==> config.mk <==
export PLATFORM = sky130hd
export DESIGN_NAME = rssb_loader_flat
export DESIGN_NICKNAME = d
export VERILOG_FILES = /design/src/rtl/rssb_pkg.sv /design/src/rtl/rssb_loader_if.sv /design/src/rtl/rssb_loader_csum.sv /design/src/rtl/rssb_loader.sv /design/src/flat_wrapper.sv
export SDC_FILE = /design/constraint.sdc
export NUM_CORES = 1
export LEC_CHECK = 0
export CAP_MARGIN = 20
export CELL_PAD_IN_SITES_DETAIL_PLACEMENT = 0
export CELL_PAD_IN_SITES_GLOBAL_PLACEMENT = 1
export CORE_MARGIN = 1
export CORE_UTILIZATION = 50
export CTS_CLUSTER_DIAMETER = 30
export DETAILED_ROUTE_END_ITERATION = 8
export DONT_BUFFER_PORTS = 1
export PLACE_DENSITY = 0.84
export SYNTH_ARGS = -nofsm -noshare
export SYNTH_HDL_FRONTEND = slang
export SYNTH_HIERARCHICAL = 1
export SYNTH_SLANG_ARGS = --single-unit
==> constraint.sdc <==
create_clock -name clk -period 3.38 [get_ports clk]
set_input_delay 0.338 -clock clk [delete_from_list [all_inputs] [get_ports clk]]
set_output_delay 0.338 -clock clk [all_outputs]
set_load 0.1 [all_outputs]
==> src/rtl/rssb_pkg.sv <==
// Shared types and constants for the rssb program loader.
package rssb_pkg;

  localparam int DEF_WIDTH = 8;

  typedef enum logic [2:0] {
    LD_IDLE,
    LD_DATA,
    LD_CSUM,
    LD_RUN,
    LD_ERR
  } ld_state_t;

  // A frame length is usable when it is non-zero and fits in the memory.
  function automatic logic len_ok(input int len, input int depth);
    return (len != 0) && (len <= depth);
  endfunction

endpackage

==> src/rtl/rssb_loader_if.sv <==
// Byte-stream handshake between the host and the rssb loader.
interface rssb_loader_if #(
  parameter int WIDTH = 8
);

  logic             in_valid;
  logic [WIDTH-1:0] in_data;
  logic             in_ready;

  // A byte moves on a rising edge where in_valid and in_ready are both high;
  // in_ready may depend combinationally on the loader's reload input.
  modport master (output in_valid, output in_data, input in_ready);
  modport slave  (input in_valid, input in_data, output in_ready);

endinterface

==> src/rtl/rssb_loader_csum.sv <==
// Modular accumulator for the frame checksum; clear has priority over add.
module rssb_loader_csum
  import rssb_pkg::*;
#(
  parameter int WIDTH = DEF_WIDTH
) (
  input  logic             clk,
  input  logic             rst,
  input  logic             clr_i,
  input  logic             add_i,
  input  logic [WIDTH-1:0] data_i,
  output logic [WIDTH-1:0] sum_o
);

  logic [WIDTH-1:0] sum_q, sum_d;

  always_comb begin
    sum_d = sum_q;
    if (clr_i) begin
      sum_d = '0;
    end else if (add_i) begin
      sum_d = sum_q + data_i;
    end
  end

  always_ff @(posedge clk) begin
    if (!rst) begin
      sum_q <= '0;
    end else begin
      sum_q <= sum_d;
    end
  end

  assign sum_o = sum_q;

endmodule

==> src/rtl/rssb_loader.sv <==
// Loads a LEN/data/CSUM framed stream into rssb memory and holds the core in
// reset until the checksum of the loaded words verifies.
module rssb_loader
  import rssb_pkg::*;
#(
  parameter int WIDTH     = DEF_WIDTH,
  parameter int MEM_DEPTH = 256,
  parameter int BASE_ADDR = 0
) (
  input  logic             clk,
  input  logic             rst,
  rssb_loader_if.slave     strm,
  input  logic             reload,
  output logic             mem_we,
  output logic [WIDTH-1:0] mem_addr,
  output logic [WIDTH-1:0] mem_wdata,
  output logic             core_rst,
  output logic             done,
  output logic             err,
  output logic [WIDTH-1:0] nwords,
  output ld_state_t        state_o
);

  localparam logic [WIDTH-1:0] BASE_W = WIDTH'(BASE_ADDR);

  ld_state_t        state_q, state_d;
  logic [WIDTH-1:0] len_q, len_d;
  logic [WIDTH-1:0] cnt_q, cnt_d;
  logic             we_q, we_d;
  logic [WIDTH-1:0] addr_q, addr_d;
  logic [WIDTH-1:0] wdata_q, wdata_d;
  logic             core_rst_q, core_rst_d;
  logic             csum_clr, csum_add;
  logic [WIDTH-1:0] sum;
  logic             xfer;

  assign strm.in_ready = ((state_q == LD_IDLE) || (state_q == LD_DATA) ||
                          (state_q == LD_CSUM)) && !reload;
  assign xfer = strm.in_valid && strm.in_ready;

  rssb_loader_csum #(.WIDTH(WIDTH)) u_csum (
    .clk    (clk),
    .rst    (rst),
    .clr_i  (csum_clr),
    .add_i  (csum_add),
    .data_i (strm.in_data),
    .sum_o  (sum)
  );

  always_comb begin
    state_d  = state_q;
    len_d    = len_q;
    cnt_d    = cnt_q;
    we_d     = 1'b0;
    addr_d   = addr_q;
    wdata_d  = wdata_q;
    csum_clr = 1'b0;
    csum_add = 1'b0;

    case (state_q)
      LD_IDLE: begin
        if (xfer) begin
          len_d = strm.in_data;
          if (len_ok(int'(strm.in_data), MEM_DEPTH)) begin
            cnt_d    = '0;
            csum_clr = 1'b1;
            state_d  = LD_DATA;
          end else begin
            state_d = LD_ERR;
          end
        end
      end
      LD_DATA: begin
        if (xfer) begin
          we_d     = 1'b1;
          addr_d   = BASE_W + cnt_q;
          wdata_d  = strm.in_data;
          cnt_d    = cnt_q + 1'b1;
          csum_add = 1'b1;
          if (cnt_q == len_q - 1'b1) begin
            state_d = LD_CSUM;
          end
        end
      end
      LD_CSUM: begin
        if (xfer) begin
          state_d = (strm.in_data == sum) ? LD_RUN : LD_ERR;
        end
      end
      default: ;
    endcase

    // Reload overrides everything; in_ready is already low so no byte moves.
    if (reload) begin
      state_d  = LD_IDLE;
      cnt_d    = '0;
      csum_clr = 1'b1;
    end

    core_rst_d = (state_d != LD_RUN);
  end

  always_ff @(posedge clk) begin
    if (!rst) begin
      state_q    <= LD_IDLE;
      len_q      <= '0;
      cnt_q      <= '0;
      we_q       <= 1'b0;
      addr_q     <= '0;
      wdata_q    <= '0;
      core_rst_q <= 1'b1;
    end else begin
      state_q    <= state_d;
      len_q      <= len_d;
      cnt_q      <= cnt_d;
      we_q       <= we_d;
      addr_q     <= addr_d;
      wdata_q    <= wdata_d;
      core_rst_q <= core_rst_d;
    end
  end

  assign mem_we    = we_q;
  assign mem_addr  = addr_q;
  assign mem_wdata = wdata_q;
  assign core_rst  = core_rst_q;
  assign done      = (state_q == LD_RUN);
  assign err       = (state_q == LD_ERR);
  assign nwords    = cnt_q;
  assign state_o   = state_q;

endmodule

==> src/flat_wrapper.sv <==
// flat-port wrapper written by rule: the top's interface ports become plain ports
module rssb_loader_flat import rssb_pkg::*;
#(
  parameter int WIDTH     = DEF_WIDTH,
  parameter int MEM_DEPTH = 256,
  parameter int BASE_ADDR = 0
)
  (clk, rst, reload, mem_we, mem_addr, mem_wdata, core_rst, done, err, nwords, state_o, strm_in_valid, strm_in_data, strm_in_ready);
  rssb_loader_if #(.WIDTH(WIDTH)) strm_i ();
  input  logic clk;
  input  logic rst;
  input  logic reload;
  output logic mem_we;
  output logic [WIDTH-1:0] mem_addr;
  output logic [WIDTH-1:0] mem_wdata;
  output logic core_rst;
  output logic done;
  output logic err;
  output logic [WIDTH-1:0] nwords;
  output ld_state_t state_o;
  input wire logic [$bits(strm_i.in_valid)-1:0] strm_in_valid;
  input wire logic [$bits(strm_i.in_data)-1:0] strm_in_data;
  output wire logic [$bits(strm_i.in_ready)-1:0] strm_in_ready;
  assign strm_i.in_valid = strm_in_valid;
  assign strm_i.in_data = strm_in_data;
  assign strm_in_ready = strm_i.in_ready;
  rssb_loader #(.WIDTH(WIDTH), .MEM_DEPTH(MEM_DEPTH), .BASE_ADDR(BASE_ADDR)) u_core (.clk(clk), .rst(rst), .strm(strm_i), .reload(reload), .mem_we(mem_we), .mem_addr(mem_addr), .mem_wdata(mem_wdata), .core_rst(core_rst), .done(done), .err(err), .nwords(nwords), .state_o(state_o));
endmodule
==> results.txt, run 1 <==
outcome - finished, final reports clean
clk root buf - clkbuf_8
# rows - 25
Post-CTS Setup Bufs - 0
initial antenna violation count - 0
area delta synth->final - 11.76%
placed cell count - 368
fillers - 439
RSZ-0062 raised after global routing - no
Req. time, crit path - 3.61 ns
Pint - 879.9 uW
switching part of the total - 0.2370
total power - 1153 uW
Final Wtd Congestion - 0.8450
Async SR Flop Fraction - 0
drt total wl - 5845 um
Flop pwr share - 0.484
# resized after CTS - 0
Post-Syn Area - 2511 um^2
Setup Crit Path Kind - primary input to register
maxcap violations - 0
CTS Buffer Depth - 2
Post-Layout Cell Count - 376
crit-path cells - or4_1 > o21ai_0 > or2b_1 > nand2b_1 > nor3b_1 > o211ai_1 > o211ai_1
CTS Buf Count - 5
clock latency on the worst-skew pair - 0.30 ns
Core Util, Final - 0.5864
Peak VDD IR - 0.0002738 V
Cell variety after synth - 51
Hold Path End - u_core/mem_wdata[4]
port buffer count - 0
post-route minimum period - 2.244 ns
Initial Utilization - 0.5247
H-tree levels - 2
leakage power - 0.001053 uW
Clk network pwr share - 0.425
Startpoint Class - primary input
via count of the first global-routing pass - 1932
yosys warns - 6
flop and latch count out of synthesis - 45
Reg-to-Reg Start - u_core/state_o[2]
Hold Crit Class - primary input to register
slew margin rel. - 0.3378
Clock Skews - 0.008925 ns
CTS tree - built
share of post-route cells with drive strength above 1 - 0.1036
die area - 5310 um^2
core area - 4786 um^2
FF-to-FF setup slack - 1.17 ns
Bufs and invs on worst path - 0
DRC viols - 0
Gate power share - 0.091
drt first pass iters - 4
Starting DRT DRC Count - 134
Detail Placement HPWL - 4379 um
most frequent cells in the layout - nand2_1 (49), dfxtp_1 (45), nor2_1 (18)
wire per inst - 15.55 um
crit path capture type - register
worst-margin pin slew - 0.9919 ns
Clock Pin Slew Worst Setup and Hold Paths - 0.09 ns
Die X - 72.87 um
total track usage - 0.2375
fin nets - 330
hold wc startpoint - strm_in_data[4]
EDFF count, synth - 0
via count - 2072
hold depth - 2
clock sink total - 45
fin crit share - 0.6640
Mapped Cells - 298
CP max stage cell - or4_1
sequential-to-total area share from yosys stat - 0.3587
area taken by multi-input logic gates - 1534 um^2
routed vias/inst - 5.511
first-pass GRT wire length - 9515 um
Crit Reg-Reg Endpoint - u_core/u_csum/sum_o[6]
worst r2r path cells - 8
Sequential Area - 900.9 um^2
CP Max Fanout - 6
hold_buf cts - 0
Syn Area/Cell - 8.427 um^2
top-area cell type share of the netlist area - 0.3587
final hold vios - 0
area leader, netlist - dfxtp_1
Worst path max stage delay - 0.57 ns
cell family with most CP delay - simple AND/OR/NAND/NOR gates
Synth Flop Type - dfxtp_1
Die Ht - 72.87 um
io pins - 44
synthesized net count - 320
P_sw - 273.3 uW
setup TNS - 0 ns
most common cell after layout, fill and taps aside - nand2_1
pwr/cell area - 410.9 nW/um^2
largest net degree at the start of global routing - 32
gr ovfl total - 0
FMAX - 445.6 MHz
Synth area leaders - dfxtp_1 (36%), nand2_1 (7.3%), xor2_1 (5.9%), a21boi_0 (4.8%), ha_1 (4.5%)
number of diodes - 0
Slew Limit Fails - 0
Worst EP arrival - 2.47 ns
cell mode on critical path - o211ai_1
post-route ant nets - 0
Final setup viols - 0
-- synth_stat cells (4+ instances only) --
master / n
nor4_1: 5
clkbuf_1: 11
nor2_1: 21
mux2i_1: 11
xnor2_1: 8
o21ai_0: 4
nand2_1: 49
a21boi_0: 16
xor2_1: 17
a31oi_1: 4
a21oi_1: 10
nor2b_1: 16
nor3b_1: 6
dfxtp_1: 45
a211oi_1: 4
inv_1: 7
nand2b_1: 7
and3_1: 4
ha_1: 9
-- how the worst max path moves through the flow --
stage / startpoint / to / slack [ns] / depth (start not counted)
floorplan: u_core/state_o[0] / done / 0.43 / 3
global placement: strm_in_data[1] / u_core/u_csum/sum_o[6] / 0.98 / 7
detailed placement: strm_in_data[1] / u_core/u_csum/sum_o[6] / 0.91 / 7
CTS: strm_in_data[1] / u_core/u_csum/sum_o[6] / 1.20 / 7
global route: u_core/state_o[2] / u_core/u_csum/sum_o[6] / 0.95 / 8
finish: strm_in_data[1] / u_core/u_csum/sum_o[6] / 1.14 / 7
-- logic make-up after synthesis --
group                    synth area share
buffers and inverters             0.03338
multiplexers                      0.04385
XOR/XNOR                          0.08719
AO/OA/AOI/OAI                      0.1445
AND/OR/NAND/NOR                    0.2795
adder cells (fa/ha/maj)           0.05282
flip-flops                         0.3587
-- sequential cells by signal, indices dropped and copies added (netlist names) --
name                 cells
u_core/len_q             8
u_core/mem_addr          8
u_core/mem_wdata         8
u_core/nwords            8
u_core/u_csum/sum_o      8
u_core/state_o           3
u_core/core_rst          1
u_core/mem_we            1
-- through the flow --
stage          hold WS, ns  setup slack, ns  cell area (um^2)
2_1_floorplan       0.4542           0.4320              2511
3_3_place_gp        0.4657           0.9824              2669
3_5_place_dp        0.4744           0.9083              2669
4_1_cts             0.1567            1.201              2806
5_1_grt             0.1580           0.9536              2806
6_report            0.1676            1.136              2806
-- power groups by stage --
stage                     sequential [uW]  clock [uW]  combinational, uW
after floorplan                       572           0               87.5
after global placement                571           0                103
after detailed placement              571           0                103
after CTS                             559         498                104
after global routing                  560         520                115
final                                 559         490                105
-- layout make-up --
class,count,area share
Clock buffer,5,0.02452
Clock inverter,3,0.02452
Inverter,8,0.01070
Multi-Input combinational cell,232,0.5466
Sequential cell,45,0.3210
Tap cell,67,0.02987
Timing Repair Buffer,16,0.04280
-- routing by layer --
metal	up-vias	track usage	part of all wire
met2	47	0.3801	0.48
li1	1049	-	-
met3	8	0.05249	0.048
met1	968	0.3118	0.46
met5	-	0	0
met4	0	0.09368	0.014
Note: power is estimated with default switching activity, not from simulation.
==> run 2: changes to the inputs <==
- CORE_UTILIZATION: 50 -> 47
- PLACE_DENSITY: 0.84 -> 0.8
- clock period: 3.38 -> 2.2 ns (I/O delays scaled with it)
==> run 2 against run 1 <==
  * Worst hold slack got worse by 0.13 ns
  * Largest cell class unchanged
  * Cell count up 8.0%
  * Register-to-register slack worse by 0.99 ns
  * Highest routed layer unchanged
  * Largest power group unchanged
==> results.txt, run 2 (synthesis gave the netlist of run 1 again) <==
outcome - finished, final reports clean (unchanged)
Startpoint Class - register (was primary input)
CTS Buf Count - 5 (unchanged)
total power - 1575 uW (was 1153 uW)
RSZ-0062 raised after global routing - no (unchanged)
share of post-route cells with drive strength above 1 - 0.1905 (was 0.1036)
final hold vios - 0 (unchanged)
largest net degree at the start of global routing - 32 (unchanged)
first-pass GRT wire length - 9501 um (was 9515 um)
Core Util, Final - 0.5789 (was 0.5864)
area taken by multi-input logic gates - 1534 um^2 (unchanged)
Worst path max stage delay - 0.42 ns (was 0.57 ns)
Hold Crit Class - primary input to register (unchanged)
clock latency on the worst-skew pair - 0.31 ns (was 0.30 ns)
routed vias/inst - 5.466 (was 5.511)
CTS Buffer Depth - 2 (unchanged)
gr ovfl total - 0 (unchanged)
worst-margin pin slew - 0.5630 ns (was 0.9919 ns)
Final setup viols - 0 (unchanged)
Slew Limit Fails - 0 (unchanged)
initial antenna violation count - 0 (unchanged)
Clock Pin Slew Worst Setup and Hold Paths - 0.09 ns (about the same)
total track usage - 0.2294 (was 0.2375)
core area - 5140 um^2 (was 4786 um^2)
Starting DRT DRC Count - 119 (was 134)
die area - 5639 um^2 (was 5310 um^2)
CP max stage cell - dfxtp_1 (was or4_1)
H-tree levels - 2 (unchanged)
FMAX - 495.6 MHz
CTS tree - built (unchanged)
Die Ht - 75.10 um (was 72.87 um)
slew margin rel. - 0.6218 (was 0.3378)
fillers - 512 (was 439)
Bufs and invs on worst path - 1 (was 0)
# resized after CTS - 0 (unchanged)
Req. time, crit path - 2.40 ns (was 3.61 ns)
crit path capture type - register (unchanged)
fin crit share - 0.9172
most common cell after layout, fill and taps aside - nand2_1 (unchanged)
post-route minimum period - 2.018 ns
hold_buf cts - 0 (unchanged)
setup TNS - 0 ns (unchanged)
Worst EP arrival - 2.22 ns (was 2.47 ns)
fin nets - 357 (was 330)
leakage power - 0.001175 uW (was 0.001053 uW)
crit-path cells - inv_1 > ha_1 > nor2b_1 > and4_1 > a311oi_1 > nand3_1 > and3_1 > or2_1 (was or4_1 > o21ai_0 > or2b_1 > nand2b_1 > nor3b_1 > o211ai_1 > o211ai_1)
most frequent cells in the layout - nand2_1 (49), buf_4 (43), dfxtp_1 (40) (was nand2_1 (49), dfxtp_1 (45), nor2_1 (18))
io pins - 44 (unchanged)
Setup Crit Path Kind - register to register (was primary input to register)
Detail Placement HPWL - 4626 um (was 4379 um)
pwr/cell area - 529.5 nW/um^2 (was 410.9 nW/um^2)
via count - 2219 (was 2072)
wire per inst - 15.00 um (was 15.55 um)
clock sink total - 45 (unchanged)
drt first pass iters - 4 (unchanged)
number of diodes - 0 (unchanged)
maxcap violations - 0 (unchanged)
CP Max Fanout - 5 (was 6)
cell family with most CP delay - simple AND/OR/NAND/NOR gates (unchanged)
port buffer count - 0 (unchanged)
Clock Skews - 0.007164 ns (was 0.008925 ns)
via count of the first global-routing pass - 1903 (was 1932)
Sequential Area - 907.1 um^2 (was 900.9 um^2)
clk root buf - clkbuf_8 (unchanged)
Post-CTS Setup Bufs - 0 (unchanged)
Peak VDD IR - 0.0003403 V (was 0.0002738 V)
post-route ant nets - 0 (unchanged)
area delta synth->final - 18.49% (was 11.76%)
Initial Utilization - 0.4886 (was 0.5247)
drt total wl - 6091 um (was 5845 um)
# rows - 26 (was 25)
Final Wtd Congestion - 0.9496 (was 0.8450)
Die X - 75.10 um (was 72.87 um)
DRC viols - 0 (unchanged)
==> run 2: changes by cell type in the layout (fill, tap and decap cells not counted) <==
| cell | change |
|---|---|
| clkinv_4 | +1 |
| buf_4 | +27 |
| clkinvlp_4 | +1 |
| dfxtp_2 | +5 |
| dfxtp_1 | -5 |
| bufinv_16 | -2 |
==> run 2: report_power, final <==
group | switching, uW | leakage (uW) | internal, uW | total, uW
registers | 13.2 | 0.000366 | 826 | 839
logic | 114 | 0.000764 | 79.9 | 194
clock network | 313 | 0.0000447 | 230 | 542
==> run 2: path summary, 6_finish.rpt <==
check / start / end / slack (ns) / cells past startpoint
worst max-delay path: u_core/len_q[0] / u_core/state_o[1] / 0.18 / 8
worst min-delay path: rst / u_core/state_o[0] / 0.03 / 1
worst min register to register: u_core/mem_addr[5] / u_core/mem_addr[5] / 0.48 / 2
worst max register to register: u_core/len_q[0] / u_core/state_o[1] / 0.18 / 8
==> run 2: stage by stage <==
step | instances | instance area (um^2) | setup WS (ns) | hold WS (ns)
2_1_floorplan | 298 | 2526 | 0.03942 | 0.3649
3_3_place_gp | 398 | 2882 | 0.1950 | 0.3470
3_5_place_dp | 398 | 2882 | 0.1419 | 0.3531
4_1_cts | 406 | 2975 | 0.1952 | 0.02945
5_1_grt | 406 | 2975 | 0.04368 | 0.02779
6_report | 406 | 2975 | 0.1822 | 0.03414
==> run 2: cell type report <==
type,instances,area share
clock buffers,5,0.02313
clock inverters,3,0.008410
inverters,8,0.01009
multi-input cells,232,0.5156
flip-flops and latches,45,0.3049
well taps,70,0.02944
repair buffers,43,0.1085
==> run 2: routing by layer <==
| metal | vias to the layer above | track usage | routed length, um |
|---|---|---|---|
| met2 | 63 | 0.3493 | 2809 |
| met1 | 1039 | 0.3071 | 2813 |
| met4 | 0 | 0.1111 | 151 |
| met3 | 15 | 0.05087 | 316 |
| met5 | - | 0 | 0 |
| li1 | 1102 | - | - |
